### config.mk
export PLATFORM = sky130hd
export DESIGN_NAME = universal_shift_reg_flat
export DESIGN_NICKNAME = d
export VERILOG_FILES = /design/src/rtl/usr_pkg.sv /design/src/rtl/universal_shift_reg_if.sv /design/src/rtl/usr_shift_step.sv /design/src/rtl/universal_shift_reg.sv /design/src/flat_wrapper.sv
export SDC_FILE = /design/constraint.sdc
export NUM_CORES = 1
export LEC_CHECK = 0
export BUFFER_PORTS_ARGS = -buffer_cell sky130_fd_sc_hd__buf_2
export CAP_MARGIN = 20
export CORE_AREA = 2 2 52 64
export CTS_BUF_LIST = sky130_fd_sc_hd__clkbuf_2
export DETAILED_ROUTE_END_ITERATION = 8
export DIE_AREA = 0 0 54 66
export GPL_TIMING_DRIVEN = 0
export PLACE_DENSITY = 0.83
export SYNTH_ARGS = -nofsm -noshare
export SYNTH_HDL_FRONTEND = slang
export SYNTH_SLANG_ARGS = --single-unit
### constraint.sdc
create_clock -name clock -period 1.45 [get_ports clock]
set_input_delay 0 -clock clock [delete_from_list [all_inputs] [get_ports clock]]
set_output_delay 0 -clock clock [all_outputs]
set_load 0.01 [all_outputs]
### src/rtl/usr_pkg.sv
// Shared definitions for the universal shift register.
// Shift-mode encodings, the burst FSM state type and the mode field type.
package usr_pkg;

    typedef logic [2:0] mode_t;

    localparam mode_t MODE_HOLD = 3'd0;
    localparam mode_t MODE_SHL  = 3'd1;
    localparam mode_t MODE_SHR  = 3'd2;
    localparam mode_t MODE_ROL  = 3'd3;
    localparam mode_t MODE_ROR  = 3'd4;
    localparam mode_t MODE_ASR  = 3'd5;

    typedef enum logic {
        ST_IDLE = 1'b0,
        ST_RUN  = 1'b1
    } state_e;

endpackage

### src/rtl/universal_shift_reg_if.sv
// Control/data bundle for universal_shift_reg.
// master: drives sset, enable, load, data, mode, shiftin, start and count;
//         observes q, shiftout, busy and done.
// slave : the register itself, the mirror image of master.
interface universal_shift_reg_if #(
    parameter int unsigned SHIFT_WIDTH = 8,
    parameter int unsigned CNT_WIDTH   = 4
);
    import usr_pkg::*;

    logic                   sset;
    logic                   enable;
    logic                   load;
    logic [SHIFT_WIDTH-1:0] data;
    mode_t                  mode;
    logic                   shiftin;
    logic                   start;
    logic [CNT_WIDTH-1:0]   count;
    logic [SHIFT_WIDTH-1:0] q;
    logic                   shiftout;
    logic                   busy;
    logic                   done;

    modport master (
        output sset, enable, load, data, mode, shiftin, start, count,
        input  q, shiftout, busy, done
    );

    modport slave (
        input  sset, enable, load, data, mode, shiftin, start, count,
        output q, shiftout, busy, done
    );

endinterface

### src/rtl/usr_shift_step.sv
// One shift step: combinational next register value and next shift-out bit.
// Ports:
//   q_i        current register contents
//   shiftout_i current shift-out bit (kept for HOLD and the unused modes)
//   mode_i     shift mode
//   shiftin_i  serial input for SHL/SHR
//   q_o        register contents after the step
//   shiftout_o bit expelled by the step
module usr_shift_step
    import usr_pkg::*;
#(
    parameter int unsigned Width = 8
) (
    input  logic [Width-1:0] q_i,
    input  logic             shiftout_i,
    input  mode_t            mode_i,
    input  logic             shiftin_i,
    output logic [Width-1:0] q_o,
    output logic             shiftout_o
);

    always_comb begin
        q_o        = q_i;
        shiftout_o = shiftout_i;
        case (mode_i)
            MODE_SHL: begin
                q_o        = {q_i[Width-2:0], shiftin_i};
                shiftout_o = q_i[Width-1];
            end
            MODE_SHR: begin
                q_o        = {shiftin_i, q_i[Width-1:1]};
                shiftout_o = q_i[0];
            end
            MODE_ROL: begin
                q_o        = {q_i[Width-2:0], q_i[Width-1]};
                shiftout_o = q_i[Width-1];
            end
            MODE_ROR: begin
                q_o        = {q_i[0], q_i[Width-1:1]};
                shiftout_o = q_i[0];
            end
            MODE_ASR: begin
                q_o        = {q_i[Width-1], q_i[Width-1:1]};
                shiftout_o = q_i[0];
            end
            default: ;
        endcase
    end

endmodule

### src/rtl/universal_shift_reg.sv
// Universal shift register with runtime shift modes and a burst engine.
// Ports:
//   clock  rising-edge clock
//   sclr   synchronous active-high clear, overrides everything
//   bus    universal_shift_reg_if slave: sset/enable/load/data/mode/shiftin/
//          start/count in, q/shiftout/busy/done out
// In IDLE each enabled edge performs one shift with the live mode. A start
// latches mode and count and runs count shifts autonomously, then pulses done.
module universal_shift_reg
    import usr_pkg::*;
#(
    parameter int unsigned SHIFT_WIDTH = 8,
    parameter int unsigned LOAD_SVALUE = 4,
    parameter int unsigned CNT_WIDTH   = 4
) (
    input logic                  clock,
    input logic                  sclr,
    universal_shift_reg_if.slave bus
);

    localparam logic [SHIFT_WIDTH-1:0] LoadVal = SHIFT_WIDTH'(LOAD_SVALUE);
    localparam logic [CNT_WIDTH-1:0]   CntOne  = CNT_WIDTH'(1);

    state_e                 state_q;
    mode_t                  mode_q;
    logic [CNT_WIDTH-1:0]   rem_q;
    logic [SHIFT_WIDTH-1:0] q_q;
    logic                   shiftout_q;
    logic                   busy_q;
    logic                   done_q;

    mode_t                  step_mode;
    logic [SHIFT_WIDTH-1:0] step_q;
    logic                   step_so;

    // A running burst ignores the live mode and uses the one latched at start.
    assign step_mode = (state_q == ST_RUN) ? mode_q : bus.mode;

    usr_shift_step #(
        .Width (SHIFT_WIDTH)
    ) u_step (
        .q_i        (q_q),
        .shiftout_i (shiftout_q),
        .mode_i     (step_mode),
        .shiftin_i  (bus.shiftin),
        .q_o        (step_q),
        .shiftout_o (step_so)
    );

    always_ff @(posedge clock) begin
        if (sclr) begin
            state_q    <= ST_IDLE;
            mode_q     <= MODE_HOLD;
            rem_q      <= '0;
            q_q        <= '0;
            shiftout_q <= 1'b0;
            busy_q     <= 1'b0;
            done_q     <= 1'b0;
        end else if (!bus.enable) begin
            // Everything holds; done is a strict single-cycle pulse.
            done_q <= 1'b0;
        end else begin
            done_q <= 1'b0;
            unique case (state_q)
                ST_IDLE: begin
                    if (bus.sset) begin
                        q_q <= LoadVal;
                    end else if (bus.load) begin
                        q_q <= bus.data;
                    end else if (bus.start) begin
                        mode_q <= bus.mode;
                        rem_q  <= bus.count;
                        if (bus.count != '0) begin
                            state_q <= ST_RUN;
                            busy_q  <= 1'b1;
                        end else begin
                            done_q <= 1'b1;
                        end
                    end else begin
                        q_q        <= step_q;
                        shiftout_q <= step_so;
                    end
                end
                ST_RUN: begin
                    if (bus.sset) begin
                        // Abort: no done pulse for an interrupted burst.
                        q_q     <= LoadVal;
                        rem_q   <= '0;
                        state_q <= ST_IDLE;
                        busy_q  <= 1'b0;
                    end else begin
                        q_q        <= step_q;
                        shiftout_q <= step_so;
                        rem_q      <= rem_q - CntOne;
                        if (rem_q == CntOne) begin
                            state_q <= ST_IDLE;
                            busy_q  <= 1'b0;
                            done_q  <= 1'b1;
                        end
                    end
                end
                default: state_q <= ST_IDLE;
            endcase
        end
    end

    assign bus.q        = q_q;
    assign bus.shiftout = shiftout_q;
    assign bus.busy     = busy_q;
    assign bus.done     = done_q;

endmodule
### src/flat_wrapper.sv
// flat-port wrapper written by rule: the top's interface ports become plain ports
module universal_shift_reg_flat import usr_pkg::*;
#(
    parameter int unsigned SHIFT_WIDTH = 8,
    parameter int unsigned LOAD_SVALUE = 4,
    parameter int unsigned CNT_WIDTH   = 4
)
  (clock, sclr, bus_sset, bus_enable, bus_load, bus_data, bus_mode, bus_shiftin, bus_start, bus_count, bus_q, bus_shiftout, bus_busy, bus_done);
  universal_shift_reg_if #(.SHIFT_WIDTH(SHIFT_WIDTH), .CNT_WIDTH(CNT_WIDTH)) bus_i ();
  input logic clock;
  input logic sclr;
  input wire logic [$bits(bus_i.sset)-1:0] bus_sset;
  input wire logic [$bits(bus_i.enable)-1:0] bus_enable;
  input wire logic [$bits(bus_i.load)-1:0] bus_load;
  input wire logic [$bits(bus_i.data)-1:0] bus_data;
  input wire logic [$bits(bus_i.mode)-1:0] bus_mode;
  input wire logic [$bits(bus_i.shiftin)-1:0] bus_shiftin;
  input wire logic [$bits(bus_i.start)-1:0] bus_start;
  input wire logic [$bits(bus_i.count)-1:0] bus_count;
  output wire logic [$bits(bus_i.q)-1:0] bus_q;
  output wire logic [$bits(bus_i.shiftout)-1:0] bus_shiftout;
  output wire logic [$bits(bus_i.busy)-1:0] bus_busy;
  output wire logic [$bits(bus_i.done)-1:0] bus_done;
  assign bus_i.sset = bus_sset;
  assign bus_i.enable = bus_enable;
  assign bus_i.load = bus_load;
  assign bus_i.data = bus_data;
  assign bus_i.mode = bus_mode;
  assign bus_i.shiftin = bus_shiftin;
  assign bus_i.start = bus_start;
  assign bus_i.count = bus_count;
  assign bus_q = bus_i.q;
  assign bus_shiftout = bus_i.shiftout;
  assign bus_busy = bus_i.busy;
  assign bus_done = bus_i.done;
  universal_shift_reg #(.SHIFT_WIDTH(SHIFT_WIDTH), .LOAD_SVALUE(LOAD_SVALUE), .CNT_WIDTH(CNT_WIDTH)) u_core (.clock(clock), .sclr(sclr), .bus(bus_i));
endmodule
==> results.yml, run 1 <==
run_status:
  status: "finished with violations"
  violations: "setup timing"
clock_network:
  cts_inserted_buffers: 3
  clk-insertion-delay-late_ps: 340
  htree_num_levels: 1
  clock_tree.buffer_depth: 2
  clk_pin_slew_ps: 210
  cts.sinks: 19
  clockRootBuffer: "clkbuf_2"
  cts_tree: "built"
cells_and_area:
  antenna_cells: 0
  drive_gt1_frac: 0.4769
  layout_common_cells: "32 x buf_2, 18 x dfxtp_1, 16 x buf_4"
  nNetsFinal: 241
  final_common_cell: "buf_2"
  area_growth_pct: 51.11
  final_util: 0.6582
logic_synthesis:
  yosysWarningCount: 0
  syn_area_mm2: 0.001295
  yosys-top-cells-area: "dfxtp_1 29%, mux2i_1 6.2%, o21ai_0 4.6%"
  yosysSeqAreaShare: 0.2937
  syn_area_per_cell_um2: 8.409
  synthAdderAreaFrac: 0.01932
  synth_mux_area_frac: 0.09952
  yosysTopAreaCellShare: 0.2937
  synth_top_family_by_area: "compound AO/OA/AOI/OAI gates"
  synth_top_area_cell: "dfxtp_1"
  yosys_most_used_dff: "dfxtp_1"
  synthSimpleGateAreaFrac: 0.2077
  synthArstFlopShare: 0
  synth_cells: 154
  synth_edf_count: 0
  synth-seq-cells: 19
  synth_nets: 178
  synth_compound_area_frac: 0.3159
  synth_xor_area_frac: 0.01353
  synth_cell_type_count: 50
placement:
  detailed_place_hpwl_mm: 2.337
  place.gp.congestion: 0.8069
  io_buffers: 31
setup_path:
  critPathArrivalTime_ps: 1930
  crit_path_end_kind: "register"
  start_kind: "register"
  r2r_setup_slack_ps: -210
  cp_max_fo: 6
  cp.required_ps: 1720
  critical_path_class: "register to register"
  r2r-start: "u_core.state_q$_SDFFE_PP0P_"
  rr_worst_depth: 7
  timing.rr.end: "u_core.bus.q[5]$_SDFFE_PP0P_"
timing:
  tightest_slew_ps: 718.9
  rsz0062_at_grt: "true"
  hold_violations: 0
  fmax_ghz: 0.6014
  final.setup.worst_slack_ps: -212.8
  relSlewSlack: 0.5163
  slew_violations: 0
  fin_tns_setup_ps: -2182
  clock_skew_ps: 18.21
  finalSetupViolCount: 15
  timing.final.crit_period_ps: 1663
  min_period_over_period: 1.147
route:
  routedWlPerCell_um: 16.79
  vias: 1487
  viasPerCell: 5.901
  drtPass1Iterations: 4
  routed_wl_mm: 4.230
  ant_nets: 0
  drt_first_iter_violations: 70
  drc: 0
power_and_ir_drop:
  clkPwrFrac: 0.204
  swShare: 0.3421
  vdd_drop_max_v: 0.0003528
  p_leak_nw: 0.8093
  pwr_density_cell_mw_per_mm2: 617.6
  seqPwrFrac: 0.467
  p_comb_frac: 0.329
  power.internal_mw: 0.7951
  switchingPower_mw: 0.4134
worst_hold_path:
  hold_class: "primary input to register"
  hold_path_end: "u_core.mode_q[1]$_SDFFE_PP0P_"
  holdCritStartpoint: "bus_mode[1]"
  whs_path_depth: 3
floorplan:
  row_count: 22
  start_util: 0.4356
  io_pins: 33
  core_mm2: 0.002973
  die_y_um: 66
  dieWidth_um: 54
  die_area_mm2: 0.003564
global_route:
  grt_pass1_vias: 1332
  track_usage: 0.2229
  grt_max_degree: 12
  antenna_found_initial: 0
  grt_pass1_wl_mm: 5.878
  gr-total-overflow: 0
run:
  max_cap_viol_count: 0
[cell type report]
cell class | count | area [µm²]
clock inverter | 1 | 5.005
tap | 36 | 45.04
fill | 244 | 1016
sequential | 19 | 384.1
multi-input combinational | 121 | 1020
buffer | 7 | 53.80
inverter | 7 | 26.28
clock buffer | 3 | 15.01
timing repair buffer | 58 | 407.9
[layer usage]
layer / up-vias / global-route usage / part of all wire
met3: 13 / 0.02489 / 0.050
met2: 64 / 0.3933 / 0.52
met5: - / 0 / 0
met1: 699 / 0.2455 / 0.40
li1: 711 / - / -
met4: 0 / 0.1344 / 0.026
[cell usage after synthesis (2+ instances only)]
cell / instances
dfxtp_1: 19
nor2_1: 15
o21ai_0: 12
nor3_1: 9
mux2i_1: 8
inv_1: 7
a221oi_1: 6
nand2_1: 6
o2bb2ai_1: 6
a21oi_1: 5
a211oi_1: 4
nor2b_1: 4
a31oi_1: 3
buf_2: 3
nand3_1: 3
o21a_1: 3
clkbuf_1: 2
ha_1: 2
nand2b_1: 2
nand3b_1: 2
nor3b_1: 2
o21ai_1: 2
o22ai_1: 2
[worst max path at each step]
stage | start | end | slack [ps] | cells past startpoint
5_1_grt | u_core.state_q$_SDFFE_PP0P_ | u_core.bus.q[1]$_SDFFE_PP0P_ | -270 | 7
3_3_place_gp | u_core.state_q$_SDFFE_PP0P_ | u_core.bus.q[2]$_SDFFE_PP0P_ | -180 | 7
3_5_place_dp | u_core.state_q$_SDFFE_PP0P_ | u_core.bus.q[1]$_SDFFE_PP0P_ | -240 | 6
4_1_cts | u_core.state_q$_SDFFE_PP0P_ | u_core.bus.shiftout$_SDFFE_PP0P_ | -170 | 6
6_report | u_core.state_q$_SDFFE_PP0P_ | u_core.bus.q[5]$_SDFFE_PP0P_ | -210 | 7
2_1_floorplan | u_core.state_q$_SDFFE_PP0P_ | u_core.bus.q[4]$_SDFFE_PP0P_ | -50 | 6
[repair_timing]
action / 4_1_cts / 5_1_grt
endpoints found under the hold margin: 8 / 1
setup endpoints to repair: 11 / 14
buffers inserted: 10 / 8
gates resized for setup: 26 / 30
pin swaps: 14 / 11
gates cloned: 1 / 0
hold buffers: 8 / 1
[kinds of logic after synthesis]
kind of cell             Yosys count
XOR/XNOR                           2
multiplexers                      11
buffers and inverters             14
flip-flops                        19
AO/OA/AOI/OAI                     56
AND/OR/NAND/NOR                   50
adder cells (fa/ha/maj)            2
[critical path, cell delays in order (launching register included)]
cell	delay (ps)
dfxtp_4	390
buf_4	140
buf_16	130
nor3b_4	280
a21boi_2	120
or2_4	320
o21ai_2	80
o2bb2ai_1	120
[sequential cells by signal, indices dropped and copies added, names as in the netlist]
signal / count
u_core.rem_q: 4
u_core.state_q: 1
u_core.mode_q: 3
u_core.bus.done: 1
u_core.bus.busy: 1
u_core.bus.q: 8
u_core.bus.shiftout: 1
[stage by stage]
stage | setup WS, ps | std cells | hold slack, ps | area, µm² | total power [mW]
4_1_cts | -169.4 | 244 | 6.284 | 1782 | 1.132
5_1_grt | -266.2 | 252 | 8.002 | 1957 | 1.259
2_1_floorplan | -52.47 | 154 | 143.9 | 1303 | 0.7390
3_5_place_dp | -240.0 | 221 | 318.6 | 1503 | 0.8243
3_3_place_gp | -184.9 | 221 | 323.7 | 1503 | 0.8207
6_report | -212.8 | 252 | 10.37 | 1957 | 1.209
[power groups by stage]
stage	logic, mW	clock network, mW	registers, mW
2_1_floorplan	0.166	0	0.573
3_3_place_gp	0.249	0	0.572
3_5_place_dp	0.252	0	0.572
4_1_cts	0.327	0.243	0.562
5_1_grt	0.426	0.267	0.566
6_report	0.397	0.247	0.565
Note: power is estimated with default switching activity, not from simulation.
==> inputs of run 2 (changes only) <==
--- a/config.mk
+++ b/config.mk
@@ -7,12 +7,12 @@
 export LEC_CHECK = 0
 export BUFFER_PORTS_ARGS = -buffer_cell sky130_fd_sc_hd__buf_2
 export CAP_MARGIN = 20
-export CORE_AREA = 2 2 52 64
-export CTS_BUF_LIST = sky130_fd_sc_hd__clkbuf_2
+export CORE_AREA = 2 2 77 79
+export CTS_BUF_LIST = sky130_fd_sc_hd__clkbuf_8
 export DETAILED_ROUTE_END_ITERATION = 8
-export DIE_AREA = 0 0 54 66
+export DIE_AREA = 0 0 79 81
 export GPL_TIMING_DRIVEN = 0
-export PLACE_DENSITY = 0.83
+export PLACE_DENSITY = 0.55
 export SYNTH_ARGS = -nofsm -noshare
 export SYNTH_HDL_FRONTEND = slang
 export SYNTH_SLANG_ARGS = --single-unit
==> run 2 against run 1 <==
  * The run still ends with setup timing left
  * First-iteration DRC count is 31% higher
  * Clock power is 48% higher
  * Global-route usage is 10 points lower
  * Clock skew is 17 ps lower
  * Total power is 4.9% higher
  * Fmax is 2.3% higher
  * Clock-buffer cell count stayed put
  * Register-to-register slack better by 40 ps
==> results.yml, run 2 (synthesis results as in run 1) <==
run_status:
  status: "finished with violations"
  violations: "setup timing"
timing:
  clock_skew_ps: 1.574
  relSlewSlack: 0.6239
  min_period_over_period: 1.121
  timing.final.crit_period_ps: 1625
  finalSetupViolCount: 14
  slew_violations: 0
  fin_tns_setup_ps: -1576
  rsz0062_at_grt: "true"
  tightest_slew_ps: 559.0
  fmax_ghz: 0.6155
  final.setup.worst_slack_ps: -174.7
  hold_violations: 0
floorplan:
  io_pins: 33
  die_area_mm2: 0.006399
  die_y_um: 81
  row_count: 28
  core_mm2: 0.005675
  start_util: 0.2282
  dieWidth_um: 79
setup_path:
  crit_buf_inv: 1
  crit_path_end_kind: "register"
  cp_max_fo: 7
  critical_path_class: "register to register"
  path_cells: "buf_8, mux2_4, nor3_4, a21o_4, mux2i_4, o31ai_2"
  start_kind: "register"
  critPathArrivalTime_ps: 1760
  crit_family: "multiplexers"
  crit_path_max_incr_delay_ps: 350
  cp.required_ps: 1580
  slowest_stage: "dfxtp_4"
route:
  ant_nets: 0
  routed_wl_mm: 3.721
  drtPass1Iterations: 4
  routedWlPerCell_um: 13.48
  drt_first_iter_violations: 92
  vias: 1336
  viasPerCell: 4.841
  drc: 0
cells_and_area:
  final_common_cell: "buf_2"
  largest_register_ffs: 8
  num-fill-cells: 624
  layout_common_cells: "31 x buf_2, 18 x dfxtp_1, 15 x nor2_1"
  antenna_cells: 0
  nNetsFinal: 226
  final-seq-area_um2: 384.1
  multi_input_area_um2: 984.7
  drive_gt1_frac: 0.4030
  area_growth_pct: 43.86
clock_network:
  clockRootBuffer: "clkbuf_8"
  clk_pin_slew_ps: 70
  postCtsHoldBufs: 0
  htree_num_levels: 1
  clk-insertion-delay-late_ps: 250
  clock_tree.buffer_depth: 2
  cts.sinks: 19
  cts_tree: "built"
  cts_inserted_buffers: 3
run:
  max_cap_viol_count: 0
global_route:
  grt_pass1_vias: 1275
  grt_max_degree: 11
  antenna_found_initial: 0
  grt_pass1_wl_mm: 6.058
  track_usage: 0.1190
  gr-total-overflow: 0
power_and_ir_drop:
  p_leak_nw: 0.7488
  vdd_drop_max_v: 0.0003559
  pwr_density_cell_mw_per_mm2: 680.5
worst_hold_path:
  hold_class: "primary input to register"
placement:
  place.gp.congestion: 0.7371
  dpl_worst_slack_ps: -256.6
  io_buffers: 31
  detailed_place_hpwl_mm: 2.592
-- run 2: cell count changes in the layout (fill, tap and decap cells not counted), sizes merged --
cell | previous run | this run
inv | 7 | 8
clkbuf | 6 | 5
buf | 53 | 48
clkinv | 1 | 0
dlygate4sd3 | 9 | 0
-- run 2: worst paths after layout --
check                                      to  slack, ps                          from  cells after the start
max          u_core.bus.shiftout$_SDFFE_PP0P_       -170   u_core.state_q$_SDFFE_PP0P_                      6
min reg2reg      u_core.bus.busy$_SDFFE_PP0P_        490  u_core.bus.busy$_SDFFE_PP0P_                      1
max reg2reg  u_core.bus.shiftout$_SDFFE_PP0P_       -170   u_core.state_q$_SDFFE_PP0P_                      6
min              u_core.bus.q[4]$_SDFFE_PP0P_         40                   bus_data[4]                      3
-- run 2: per-stage QoR --
step	area, µm²	power, mW	util	instances	hold WS (ps)
global route	1863	1.340	0.3283	276	74.69
finish	1863	1.268	0.3283	276	35.70
global placement	1551	0.8295	0.2734	260	323.7
CTS	1733	1.233	0.3053	271	54.92
detailed placement	1551	0.8300	0.2734	260	321.5
floorplan	1303	0.7390	-	154	143.9
-- run 2: area by class of cell --
class                      instances  area share
multi-input combinational        121      0.5285
sequential                        19      0.2062
timing repair buffer              43      0.1444
tap                               75     0.05037
buffer                             7     0.03224
clock buffer                       3     0.02216
inverter                           7     0.01410
clock inverter                     1    0.002015
-- run 2: where the power goes --
group | internal [mW] | total (mW) | leakage [nW] | switching, mW
combinational | 0.161 | 0.341 | 0.567 | 0.179
clock | 0.188 | 0.365 | 0.0269 | 0.176
sequential | 0.539 | 0.562 | 0.155 | 0.0233
total | 0.889 | 1.27 | 0.749 | 0.379
-- run 2: tightest hold or removal path, cell delays in order --
cell and delay (ps):
buf_2 70, o21ai_1 70, o2bb2ai_1 110
-- run 2: timing repair --
item,4_1_cts,5_1_grt
cloned,1,0
endpoints found under the setup margin,11,16
buffers inserted,6,5
pin swaps,7,10
hold endpoints to repair,0,0
gates resized for setup,14,30
-- run 2: per-layer routing --
metal,vias to the layer above,part of all wire,global-route usage
li1,676,-,-
met3,4,0.054,0.02889
met2,26,0.45,0.1847
met1,630,0.49,0.1614
met4,0,0.011,0.04138
met5,-,0,0
==> inputs of run 3 (changes only) <==
--- a/config.mk
+++ b/config.mk
@@ -7,12 +7,15 @@
 export LEC_CHECK = 0
 export BUFFER_PORTS_ARGS = -buffer_cell sky130_fd_sc_hd__buf_2
 export CAP_MARGIN = 20
+export CELL_PAD_IN_SITES_DETAIL_PLACEMENT = 1
+export CELL_PAD_IN_SITES_GLOBAL_PLACEMENT = 1
 export CORE_AREA = 2 2 77 79
 export CTS_BUF_LIST = sky130_fd_sc_hd__clkbuf_8
 export DETAILED_ROUTE_END_ITERATION = 8
 export DIE_AREA = 0 0 79 81
+export GPL_ROUTABILITY_DRIVEN = 0
 export GPL_TIMING_DRIVEN = 0
-export PLACE_DENSITY = 0.55
+export PLACE_DENSITY = 0.66
 export SYNTH_ARGS = -nofsm -noshare
 export SYNTH_HDL_FRONTEND = slang
 export SYNTH_SLANG_ARGS = --single-unit
==> run 3 against run 2 <==
  * The run still ends with setup timing left
  * Clock-buffer cell count is the same
  * Global-route usage grew 0.43 points
  * Sequential power is essentially flat
  * Combinational power shrank 11%
  * Routed wire length grew 5.0%
  * Non-clock buffer count shrank 6
  * Highest routed layer unchanged
  * Final cell count shrank 2.2%
  * Utilization shrank 2.4 points
  * Total power shrank 1.5%
  * Design area shrank 7.4%
  * Hold slack gained 19 ps
==> results.yml, run 3 (synthesis results as in run 1) <==
clock_network:
  cts.sinks: 19
  cts_tree: "built"
  clk-insertion-delay-late_ps: 260
  clockRootBuffer: "clkbuf_8"
  htree_num_levels: 1
  clock_tree.buffer_depth: 2
  clk_pin_slew_ps: 80
  postCtsHoldBufs: 0
  cts_inserted_buffers: 3
floorplan:
  start_util: 0.2282
  io_pins: 33
  row_count: 28
  core_mm2: 0.005675
  dieWidth_um: 79
  die_y_um: 81
  die_area_mm2: 0.006399
timing:
  clock_skew_ps: 8.388
  min_period_over_period: 1.129
  rsz0062_at_grt: "true"
  slew_violations: 0
  tightest_slew_ps: 524.0
  final.setup.worst_slack_ps: -187.4
  fmax_ghz: 0.6107
  timing.final.crit_period_ps: 1637
  relSlewSlack: 0.6474
  hold_violations: 0
  finalSetupViolCount: 9
  whs_ps: 54.69
setup_path:
  crit_family: "multiplexers"
  critPathArrivalTime_ps: 1780
  critical_path_class: "register to register"
  cp.required_ps: 1590
  crit_path_end_kind: "register"
  cp_max_fo: 9
  start_kind: "register"
  slowest_stage: "dfxtp_2"
  crit_buf_inv: 1
  crit_path_max_incr_delay_ps: 330
  path_cells: "buf_8, mux2_4, nor3_4, a21o_4, mux2i_2, o31ai_2"
route:
  routedWlPerCell_um: 14.47
  routed_wl_mm: 3.908
  viasPerCell: 4.911
  vias: 1326
  drt_first_iter_violations: 59
  ant_nets: 0
  drtPass1Iterations: 4
  drc: 0
power_and_ir_drop:
  vdd_drop_max_v: 0.0003821
  pwr_density_cell_mw_per_mm2: 723.6
  p_leak_nw: 0.7017
  power_mw: 1.249
run_status:
  status: "finished with violations"
  violations: "setup timing"
cells_and_area:
  design_area_mm2: 0.001725
  num-fill-cells: 698
  final-seq-area_um2: 381.6
  multi_input_area_um2: 930.9
  final_common_cell: "buf_2"
  layout.cells.non_filler: 270
  area_growth_pct: 33.24
  antenna_cells: 0
  largest_register_ffs: 8
  nNetsFinal: 220
  drive_gt1_frac: 0.3692
  layout_common_cells: "32 x buf_2, 18 x dfxtp_1, 15 x nor2_1"
global_route:
  grt_pass1_wl_mm: 6.147
  grt_max_degree: 11
  gr-total-overflow: 0
  track_usage: 0.1233
  grt_pass1_vias: 1278
  antenna_found_initial: 0
placement:
  place_area_mm2: 0.001551
  detailed_place_hpwl_mm: 2.937
  io_buffers: 31
  dpl_worst_slack_ps: -314.1
  dp.cells: 260
run:
  max_cap_viol_count: 0
worst_hold_path:
  hold_class: "primary input to register"
==> run 3: power by group <==
group / leakage (nW) / internal (mW) / switching (mW) / total (mW)
clock network: 0.0269 / 0.189 / 0.193 / 0.382
logic: 0.520 / 0.135 / 0.169 / 0.304
registers: 0.155 / 0.540 / 0.0224 / 0.563
==> run 3: tightest hold or removal path, stage by stage <==
cell and delay (ps):
buf_2 80, o21ai_1 80, o2bb2ai_1 130
==> run 3: area by class of cell <==
| class | instances | area share |
|---|---|---|
| multi-input combinational | 121 | 0.5395 |
| sequential | 19 | 0.2212 |
| timing repair buffer | 38 | 0.1204 |
| tap | 75 | 0.05439 |
| clock buffer | 3 | 0.02393 |
| buffer | 6 | 0.02321 |
| inverter | 7 | 0.01523 |
| clock inverter | 1 | 0.002175 |
==> run 3: final timing paths <==
| check | depth (start not counted) | slack [ps] | start | end |
|---|---|---|---|---|
| hold reg to reg | 1 | 480 | u_core.bus.busy$_SDFFE_PP0P_ | u_core.bus.busy$_SDFFE_PP0P_ |
| setup reg to reg | 6 | -190 | u_core.state_q$_SDFFE_PP0P_ | u_core.bus.shiftout$_SDFFE_PP0P_ |
| setup / recovery | 6 | -190 | u_core.state_q$_SDFFE_PP0P_ | u_core.bus.shiftout$_SDFFE_PP0P_ |
| hold / removal | 3 | 50 | bus_data[1] | u_core.bus.q[1]$_SDFFE_PP0P_ |
==> run 3: repair_timing <==
| item | in CTS | in global routing |
|---|---|---|
| buffers inserted | 7 | 0 |
| gates cloned | 0 | 0 |
| pin swaps | 2 | 1 |
| setup endpoints to repair | 11 | 16 |
| resized for setup | 12 | 9 |
==> run 3: metrics by stage <==
stage / TNS [ps] / util
6_report: -1022 / 0.3040
5_1_grt: -2113 / 0.3040
4_1_cts: -1251 / 0.2992
2_1_floorplan: -327.6 / -
3_5_place_dp: -2077 / 0.2734
3_3_place_gp: -1975 / 0.2734
==> run 3: metal layers <==
layer  part of all wire  up-vias  track usage
met3              0.031        5      0.02111
met2               0.47       21       0.2025
met4              0.015        0      0.04655
met1               0.49      637       0.1623
li1                   -      663            -
met5                  0        -            0
